<file path="config.mk">
export PLATFORM = sky130hd
export DESIGN_NAME = memorybank_node_table
export DESIGN_NICKNAME = d
export VERILOG_FILES = /design/src/rtl/memorybank_node_table.sv
export SDC_FILE = /design/constraint.sdc
export NUM_CORES = 2
export LEC_CHECK = 0
export CAP_MARGIN = 20
export CORE_MARGIN = 5
export CORE_UTILIZATION = 30
export CTS_BUF_LIST = sky130_fd_sc_hd__clkbuf_4
export DETAILED_ROUTE_END_ITERATION = 10
export HOLD_SLACK_MARGIN = 0.15
export SYNTH_ARGS = -nofsm -noshare
export SYNTH_HDL_FRONTEND = slang
export SYNTH_SLANG_ARGS = --single-unit
export TNS_END_PERCENT = 50
</file>
<file path="constraint.sdc">
create_clock -name clk -period 6.8 [get_ports clk]
set_clock_uncertainty 0.1 [all_clocks]
set_input_delay 1.36 -clock clk [delete_from_list [all_inputs] [get_ports clk]]
set_output_delay 1.36 -clock clk [all_outputs]
set_load 0.02 [all_outputs]
</file>
<file path="src/rtl/memorybank_node_table.sv">
// Node-information table: MEM_DEPTH words with per-entry valid bits, a live valid count and a max-value scan engine.
// Latency: read data/valid one cycle after rd_index; scan_done lands MEM_DEPTH+1 cycles after scan_start is sampled.
// Backpressure: none; writes are accepted every cycle, and scan_start is dropped while a scan is busy or done.
//
// Ports:
//   clk, nrst                  clock and asynchronous active-low reset
//   wr_en, wr_index, data_in   write strobe and address/data; the write sets the entry's valid bit
//   rd_index -> data_out, rd_valid   registered read of the stored word and its valid bit
//   clr_en                     invalidates every entry and aborts any scan
//   count                      number of valid entries (0..MEM_DEPTH)
//   scan_start -> scan_busy, scan_done, best_found, best_index, best_data   max-value scan
module memorybank_node_table #(
    parameter int WORD_WIDTH = 16,
    parameter int MEM_DEPTH  = 64,
    parameter int ADDR_WIDTH = 6
) (
    input  logic                  clk,
    input  logic                  nrst,
    input  logic                  wr_en,
    input  logic [ADDR_WIDTH-1:0] wr_index,
    input  logic [WORD_WIDTH-1:0] data_in,
    input  logic [ADDR_WIDTH-1:0] rd_index,
    output logic [WORD_WIDTH-1:0] data_out,
    output logic                  rd_valid,
    input  logic                  clr_en,
    output logic [ADDR_WIDTH:0]   count,
    input  logic                  scan_start,
    output logic                  scan_busy,
    output logic                  scan_done,
    output logic                  best_found,
    output logic [ADDR_WIDTH-1:0] best_index,
    output logic [WORD_WIDTH-1:0] best_data
);

    typedef enum logic [1:0] {
        IDLE = 2'd0,
        SCAN = 2'd1,
        DONE = 2'd2
    } state_t;

    localparam logic [ADDR_WIDTH-1:0] LAST_IDX = ADDR_WIDTH'(MEM_DEPTH - 1);
    localparam logic [ADDR_WIDTH:0]   CNT_ONE  = (ADDR_WIDTH + 1)'(1);

    logic [WORD_WIDTH-1:0] mem [MEM_DEPTH];
    logic [MEM_DEPTH-1:0]  valid;

    state_t                state;
    logic [ADDR_WIDTH-1:0] scan_ptr;
    logic                  scan_hit;

    // Data array carries no reset so it can map onto plain RAM.
    always_ff @(posedge clk) begin
        if (wr_en) begin
            mem[wr_index] <= data_in;
        end
    end

    // Valid bits, count and registered read port. The read samples the array
    // before this edge's write lands, giving read-before-write on a collision.
    always_ff @(posedge clk or negedge nrst) begin
        if (!nrst) begin
            valid    <= '0;
            count    <= '0;
            data_out <= '0;
            rd_valid <= 1'b0;
        end else begin
            data_out <= mem[rd_index];
            rd_valid <= valid[rd_index];
            if (clr_en) begin
                // Clear first, then let a same-cycle write re-validate its entry.
                valid <= '0;
                if (wr_en) begin
                    valid[wr_index] <= 1'b1;
                    count           <= CNT_ONE;
                end else begin
                    count <= '0;
                end
            end else if (wr_en) begin
                valid[wr_index] <= 1'b1;
                // Only a fresh entry bumps the count, so it tops out at MEM_DEPTH.
                if (!valid[wr_index]) begin
                    count <= count + CNT_ONE;
                end
            end
        end
    end

    // The entry under the pointer wins if it is valid and either nothing has been
    // found yet or it is strictly larger; strictness keeps the lower index on ties.
    always_comb begin
        scan_hit = valid[scan_ptr] && (!best_found || (mem[scan_ptr] > best_data));
    end

    always_ff @(posedge clk or negedge nrst) begin
        if (!nrst) begin
            state      <= IDLE;
            scan_ptr   <= '0;
            scan_busy  <= 1'b0;
            scan_done  <= 1'b0;
            best_found <= 1'b0;
            best_index <= '0;
            best_data  <= '0;
        end else if (clr_en) begin
            // Clear wins over everything, including a scan_start in the same cycle.
            state      <= IDLE;
            scan_ptr   <= '0;
            scan_busy  <= 1'b0;
            scan_done  <= 1'b0;
            best_found <= 1'b0;
            best_index <= '0;
            best_data  <= '0;
        end else begin
            case (state)
                IDLE: begin
                    scan_done <= 1'b0;
                    if (scan_start) begin
                        state      <= SCAN;
                        scan_ptr   <= '0;
                        scan_busy  <= 1'b1;
                        best_found <= 1'b0;
                        best_index <= '0;
                        best_data  <= '0;
                    end
                end
                SCAN: begin
                    if (scan_hit) begin
                        best_found <= 1'b1;
                        best_index <= scan_ptr;
                        best_data  <= mem[scan_ptr];
                    end
                    if (scan_ptr == LAST_IDX) begin
                        state     <= DONE;
                        scan_busy <= 1'b0;
                        scan_done <= 1'b1;
                    end else begin
                        scan_ptr <= scan_ptr + 1'b1;
                    end
                end
                DONE: begin
                    state     <= IDLE;
                    scan_done <= 1'b0;
                end
                default: begin
                    state     <= IDLE;
                    scan_busy <= 1'b0;
                    scan_done <= 1'b0;
                end
            endcase
        end
    end

endmodule

</file>
# Yosys cells after proc, flatten, opt, wreduce, memory -nomap -nowiden
# Memory sizes are Yosys's and may differ from the RTL's. A register that Yosys moved wholly into a read port is not among the register bits.
# Index checks and enable logic that the tools add are counted.
totals:
  regBits: 105
  latchBits: 0
  mem_bits_rw: 1024
  mem_bits_ro: 0
  inputBits: 33
  output_inout_bits: 49
  wordCells: 84
  n_memories: 1
classes:
  n_addsub: 2
  multipliers: 0
  div_mod_pow: 0
  n_lt_le_gt_ge: 5
  eq_ne: 9
  shifts: 0
  muxes: 43
  bitwise: 1
  n_reduce_logical: 13
memory_table:
  columns: ["name", "words", "width", "read_ports", "rd_clocked_by_memory_dff", "write_ports", "line_no", "source"]
  rows:
  - ["mem", 64, 16, 2, 1, 1, "44", "logic [WORD_WIDTH-1:0] mem [MEM_DEPTH];"]
ops:
  columns: ["operator", "n"]
  rows:
  - ["$mux 64", 3]
  - ["$or 64x64->64", 1]
  - ["$mux 16", 3]
  - ["$pmux 16 s2", 1]
  - ["$mux 6", 5]
  - ["$pmux 6 s2", 2]
  - ["$lt 6x7->1 const B", 3]
  - ["$mux 7", 3]
  - ["$bmux 1 s6", 3]
  - ["$gt 16x16->1", 1]
  - ["$mux 1", 16]
  - ["$ne 3x3->1 const B", 4]
  - ["$reduce_and 3->1", 3]
  - ["$add 7x1->7 const B", 1]
  - ["$add 6x1->6 const B", 1]
  - ["$demux 1 s6", 1]
  - ["$eq 6x6->1 const B", 1]
  - ["$ge 6x1->1 const B", 1]
  - ["$mux 2", 3]
  - ["$ne 2x2->1 const B", 2]
  - ["$pmux 2 s2", 1]
  - ["$reduce_and 2->1", 2]
  - ["$pmux 1 s3", 1]
  - ["$reduce_bool 3->1", 1]
  - ["other kinds (8)", 10]

# Depth between registers and ports, before layout
depth:
  depth_word: 7
  mapped_depth: 20
  ltp_nobuf: 14

# Worst setup path before layout
# Ideal clock, no wire load.
synth_timing:
  path_kind: "register to register"
  start: "reg scan_ptr[0]"
  end: "reg best_data[12]"
  setup_ps: 122
  t_arrival_ps: 4056
  required_ps: 6578
  slack_ps: 2522
  path_stages_with_launch: 20
  n_path_buf: 6
  synth_period_minus_slack_ps: 4278
  cell_sequence: "dfrtp_1 buf_6 buf_12 buf_4 buf_2 buf_4 mux4_2 mux2i_1 nor2_1 nor3b_1 o22ai_1 ha_1 a21oi_1 o21ai_0 a221oi_1 or2_2 a31oi_2 o21ai_1 buf_2 a32o_1"
synth_between:
  elab_chain_len: 6
  word_cells_on_any_way: 11
  cone_classes: "1 x order compare; 1 x eq/ne; 5 x mux; 3 x reduce/logical; 1 x memory"
synth_rtl:
  columns: ["element", "line_no", "source"]
  rows:
  - ["start, declared", "48", "logic [ADDR_WIDTH-1:0] scan_ptr;"]
  - ["start signal, assigned", "136", "scan_ptr <= scan_ptr + 1'b1;"]
  - ["$mem_v2 64x16", null, null]
  - ["$gt 16x16->1", "91", "scan_hit = valid[scan_ptr] && (!best_found || (mem[scan_ptr] > best_data));"]
  - ["$logic_or 1x1->1", "91", null]
  - ["$logic_and 1x1->1", "91", null]
  - ["$ne 3x3->1 (no line)", null, null]
  - ["$reduce_and 3->1 (no line)", null, null]
  - ["end signal, assigned", "129", "best_data <= mem[scan_ptr];"]
  - ["end, declared", "32", "output logic [WORD_WIDTH-1:0] best_data"]
# Several ways; a longest one is shown, not always the timed one. The select of a mux whose other input is x is not followed.
# A chain may end at the register's enable or synchronous reset.

# Final worst setup path
layout_timing:
  start: "reg scan_ptr[0]"
  end: "reg best_index[2]"
layout_between:
  elab_chain_len: 6
  word_cells_on_any_way: 8
  cone_classes: "1 x order compare; 1 x eq/ne; 2 x mux; 3 x reduce/logical; 1 x memory"
layout_rtl:
  columns: ["element", "line_no", "source"]
  rows:
  - ["$mem_v2 64x16", null, null]
  - ["$gt 16x16->1", "91", null]
  - ["$logic_or 1x1->1", "91", null]
  - ["$logic_and 1x1->1 (*)", "91", null]
  - ["$ne 3x3->1 (no line) (*)", null, null]
  - ["$reduce_and 3->1 (no line) (*)", null, null]
  - ["end signal, assigned", "128", "best_index <= scan_ptr;"]
  - ["end, declared", "31", "output logic [ADDR_WIDTH-1:0] best_index,"]
# Every way passes the cells marked *; elsewhere a longest branch is shown, timed or not. The select of a mux whose other input is x is not followed.

==> results.md <==
- Die X: between 400 and 500 µm
- Share of the synthesized area in the top cell type: between 50 and 60%
- Fin crit share: 81.3%
- # DRC: 0
- Hold Path Stages: 1
- Met2 Track Usage GR: 28.8%
- Port Buffer Count: just over 80
- Min Tclk post-route: roughly 5500 ps
- Post-synthesis sequential area ratio: 62.8%
- DR iter-0 viols: between 3,000 and 4,000
- Root Buffer: clkbuf_4
- Initial antenna violation count: 14
- Synth cell count leaders: edfxtp_1, mux4_2, dfrtp_1
- Final-stage net count: between 3,000 and 4,000
- Status: complete, no violations
- Warnings from Yosys: 0
- Max_cap viols: 0
- Total track usage: 18.3%
- Setup TNS: 0 ps
- Worst reg2reg path startpoint: scan_ptr[0]$_DFFE_PN0P_
- Grt met3 use: between 4 and 5%
- Rows: 155
- CTS clk-pin slew, worst paths: 70 ps
- Number of standard cells in the final layout excluding fillers: roughly 5,600
- Crit. End Element: flop
- Post-synth EDFFs: 1,024
- Vias: 31,632
- Post-synthesis register bit count: ~1,100
- Critical path class: flop to flop
- Total core area: 0.178 mm²
- Initial Utilization: between 30% and 40%
- DP Cell Count: a little over 5,000
- Reg2reg path depth: 16
- GR peak layer: met2
- R2R Setup Slk: 1270 ps
- Largest net degree at the start of global routing: 83
- Post-synth ARST share: 10.6%
- H-Tree Depth: 5
- Die area: roughly 0.19 mm²
- Ports: 82
- CTS tree: yes
- Crit Path Max Fanout: 44
- Post-synth top area cell: edfxtp_1
- Detailed Routing Iterations Pass 1: 5
- Clock Tree Buf Depth: 4
- Final hold viol count: 0
- Post-Syn Area: between 0.05 and 0.06 mm²
- RSZ-0062 raised after global routing: no
- Num CTS Buffers: between 300 and 400
- Grt total ovfl: 0
- Post-route cell area: 0.0619 mm²
- Clock sink count: between 1,000 and 1,500
- Vias in the first global route: 31,977
- PwrDens: ~240 mW/mm²
- RD Place Congestion: approximately 0.9
- CTS resizes: 0
- FMAX: approximately 180 MHz
- Post-Synthesis Cells: between 2,000 and 3,000
- Layout overhead on the synthesized area: 15.0%
- Via/cell ratio: ~5.6
- Worst vdd ir: 0.000153 V
- HPWL Detailed: approximately 110 mm
- Startpoint types: flop
- Slew Limit Fails: 0
- Final WL: between 150 and 200 mm
- Area after DPL: 0.0580 mm²
- Wire length per cell: 30.9 µm
- Synth Net Count: around 2,700
- Chip height: roughly 430 µm
- Worst hold path startpoint: state[0]$_DFFE_PN0P_
- Global-route wire length before repair: around 240 mm
- Syn avg cell area: approximately 20 µm²
- Hold EP: state[0]$_DFFE_PN0P_
- Later-pin clock latency in the skew report: 1270 ps
- Leak: between 15 and 20 nW
- Top-count cell post-synth: edfxtp_1
- Final setup vio count: 0
- Detail Route Antenna Nets: 0
- Met1 Usage GRT: 24.0%
- Top cells by area, synth: edfxtp_1, mux4_2, dfrtp_1
- Share of post-route cells with drive strength above 1: a little over two fifths
- CP required: approximately 8000 ps
- Min-delay worst type: flop to flop
- Worst slew margin: approximately 28%
- Post-synth top flop: edfxtp_1
- Worst r2r dst: best_index[2]$_DFFE_PN0P_
- Synth unique cells: 60
- Worst slew pin tran: 1080 ps
- Critical Path AT: roughly 6500 ps
## per-layer routing
metal | share of wire, % | vias up
li1 | - | 12526
met1 | 38 | 16885
met2 | 47 | 1857
met3 | 9.9 | 358
met4 | 4.6 | 6
met5 | 0.026 | -
## report_power, final
part           internal [mW]  switching, mW  total, mW
clock network           3.11           2.88       5.99
logic                  0.503          0.695       1.20
registers               7.73         0.0473       7.78
total                   11.3           3.63       15.0
## placed cells by master (no fill, tap or decap), drive strengths merged, types with 14 or more instances in the layout
| cell | instances |
|---|---|
| a21oi | 33 |
| a221oi | 32 |
| a32o | 18 |
| buf | 187 |
| clkbuf | 444 |
| clkdlybuf4s50 | 58 |
| clkinv | 82 |
| dfrtp | 121 |
| diode | 15 |
| edfxtp | 1024 |
| ha | 18 |
| inv | 90 |
| mux2 | 21 |
| mux2i | 76 |
| mux4 | 643 |
| nand2 | 31 |
| nand3 | 14 |
| nor2 | 116 |
| o21ai | 45 |
| o22ai | 75 |
## flip-flops by register name, summed over array words and instances, names as in the netlist
name	count
scan_done	1
best_data	16
state	2
mem	1024
best_found	1
data_out	16
scan_busy	1
count	7
scan_ptr	6
valid	64
best_index	6
rd_valid	1
## cell families (layout without fill, tap and decap cells)
family | count (synthesis) | count (layout) | share of synthesized area [%]
AOI/OAI and AO/OA | 262 | 262 | 3.40
DFF | 1145 | 1145 | 62.8
muxes | 740 | 740 | 28.9
and+or+nand+nor | 221 | 221 | 1.90
adders and majority gates | 18 | 18 | 0.418
xor gates and xnor gates | 3 | 3 | 0.0488
other | 0 | 15 | 0
buffers and inverters | 302 | 865 | 2.62
## cell type report
cell class,count,area (µm²)
diodes,15,37.5
clock buffers,444,3330
clock inverters,88,424
fillers,16798,117000
inverters,87,327
multi-input cells,1244,18800
flip-flops and latches,1145,33800
well taps,2355,2950
repair buffers,246,2190
## metrics by stage
stage | utilization, % | total power [mW] | setup slack, ps | hold slack, ps
2_1_floorplan | - | 8.60 | 2520 | 365
3_5_place_dp | 32.5 | 9.13 | 1250 | 396
6_report | 34.7 | 15.0 | 1270 | 404
4_1_cts | 34.6 | 15.1 | 1270 | 404
3_3_place_gp | 32.5 | 9.12 | 1230 | 383
5_1_grt | 34.7 | 15.6 | 938 | 425
## what timing repair did
action / CTS / global route
endpoints found under the hold margin: 77 / 0
buffers inserted: 0 / 0
hold buffers: 1 / 0
## worst max path at each step
stage,from,endpoint,slack [ps],depth (start not counted)
2_1_floorplan,scan_ptr[0]$_DFFE_PN0P_,best_data[12]$_DFFE_PN0P_,2520,19
3_3_place_gp,scan_ptr[0]$_DFFE_PN0P_,best_index[2]$_DFFE_PN0P_,1230,15
3_5_place_dp,scan_ptr[0]$_DFFE_PN0P_,best_index[2]$_DFFE_PN0P_,1250,16
4_1_cts,scan_ptr[0]$_DFFE_PN0P_,best_index[2]$_DFFE_PN0P_,1270,16
5_1_grt,scan_ptr[0]$_DFFE_PN0P_,best_data[3]$_DFFE_PN0P_,940,16
6_report,scan_ptr[0]$_DFFE_PN0P_,best_index[2]$_DFFE_PN0P_,1270,16
## critical path, stage by stage (launching register included)
cell       delay (ps)
dfrtp_4          1000
buf_12            420
buf_4             290
mux4_2            510
mux2i_1           200
nor2_1            100
nor3b_1           610
o22ai_1           200
ha_1              330
nand4_1           140
nor4_1            350
nor3_1             90
o31ai_1            90
a31oi_2           150
o21ai_2           350
buf_4             310
o2bb2ai_1         150
Power figures use the tool's default switching activity.
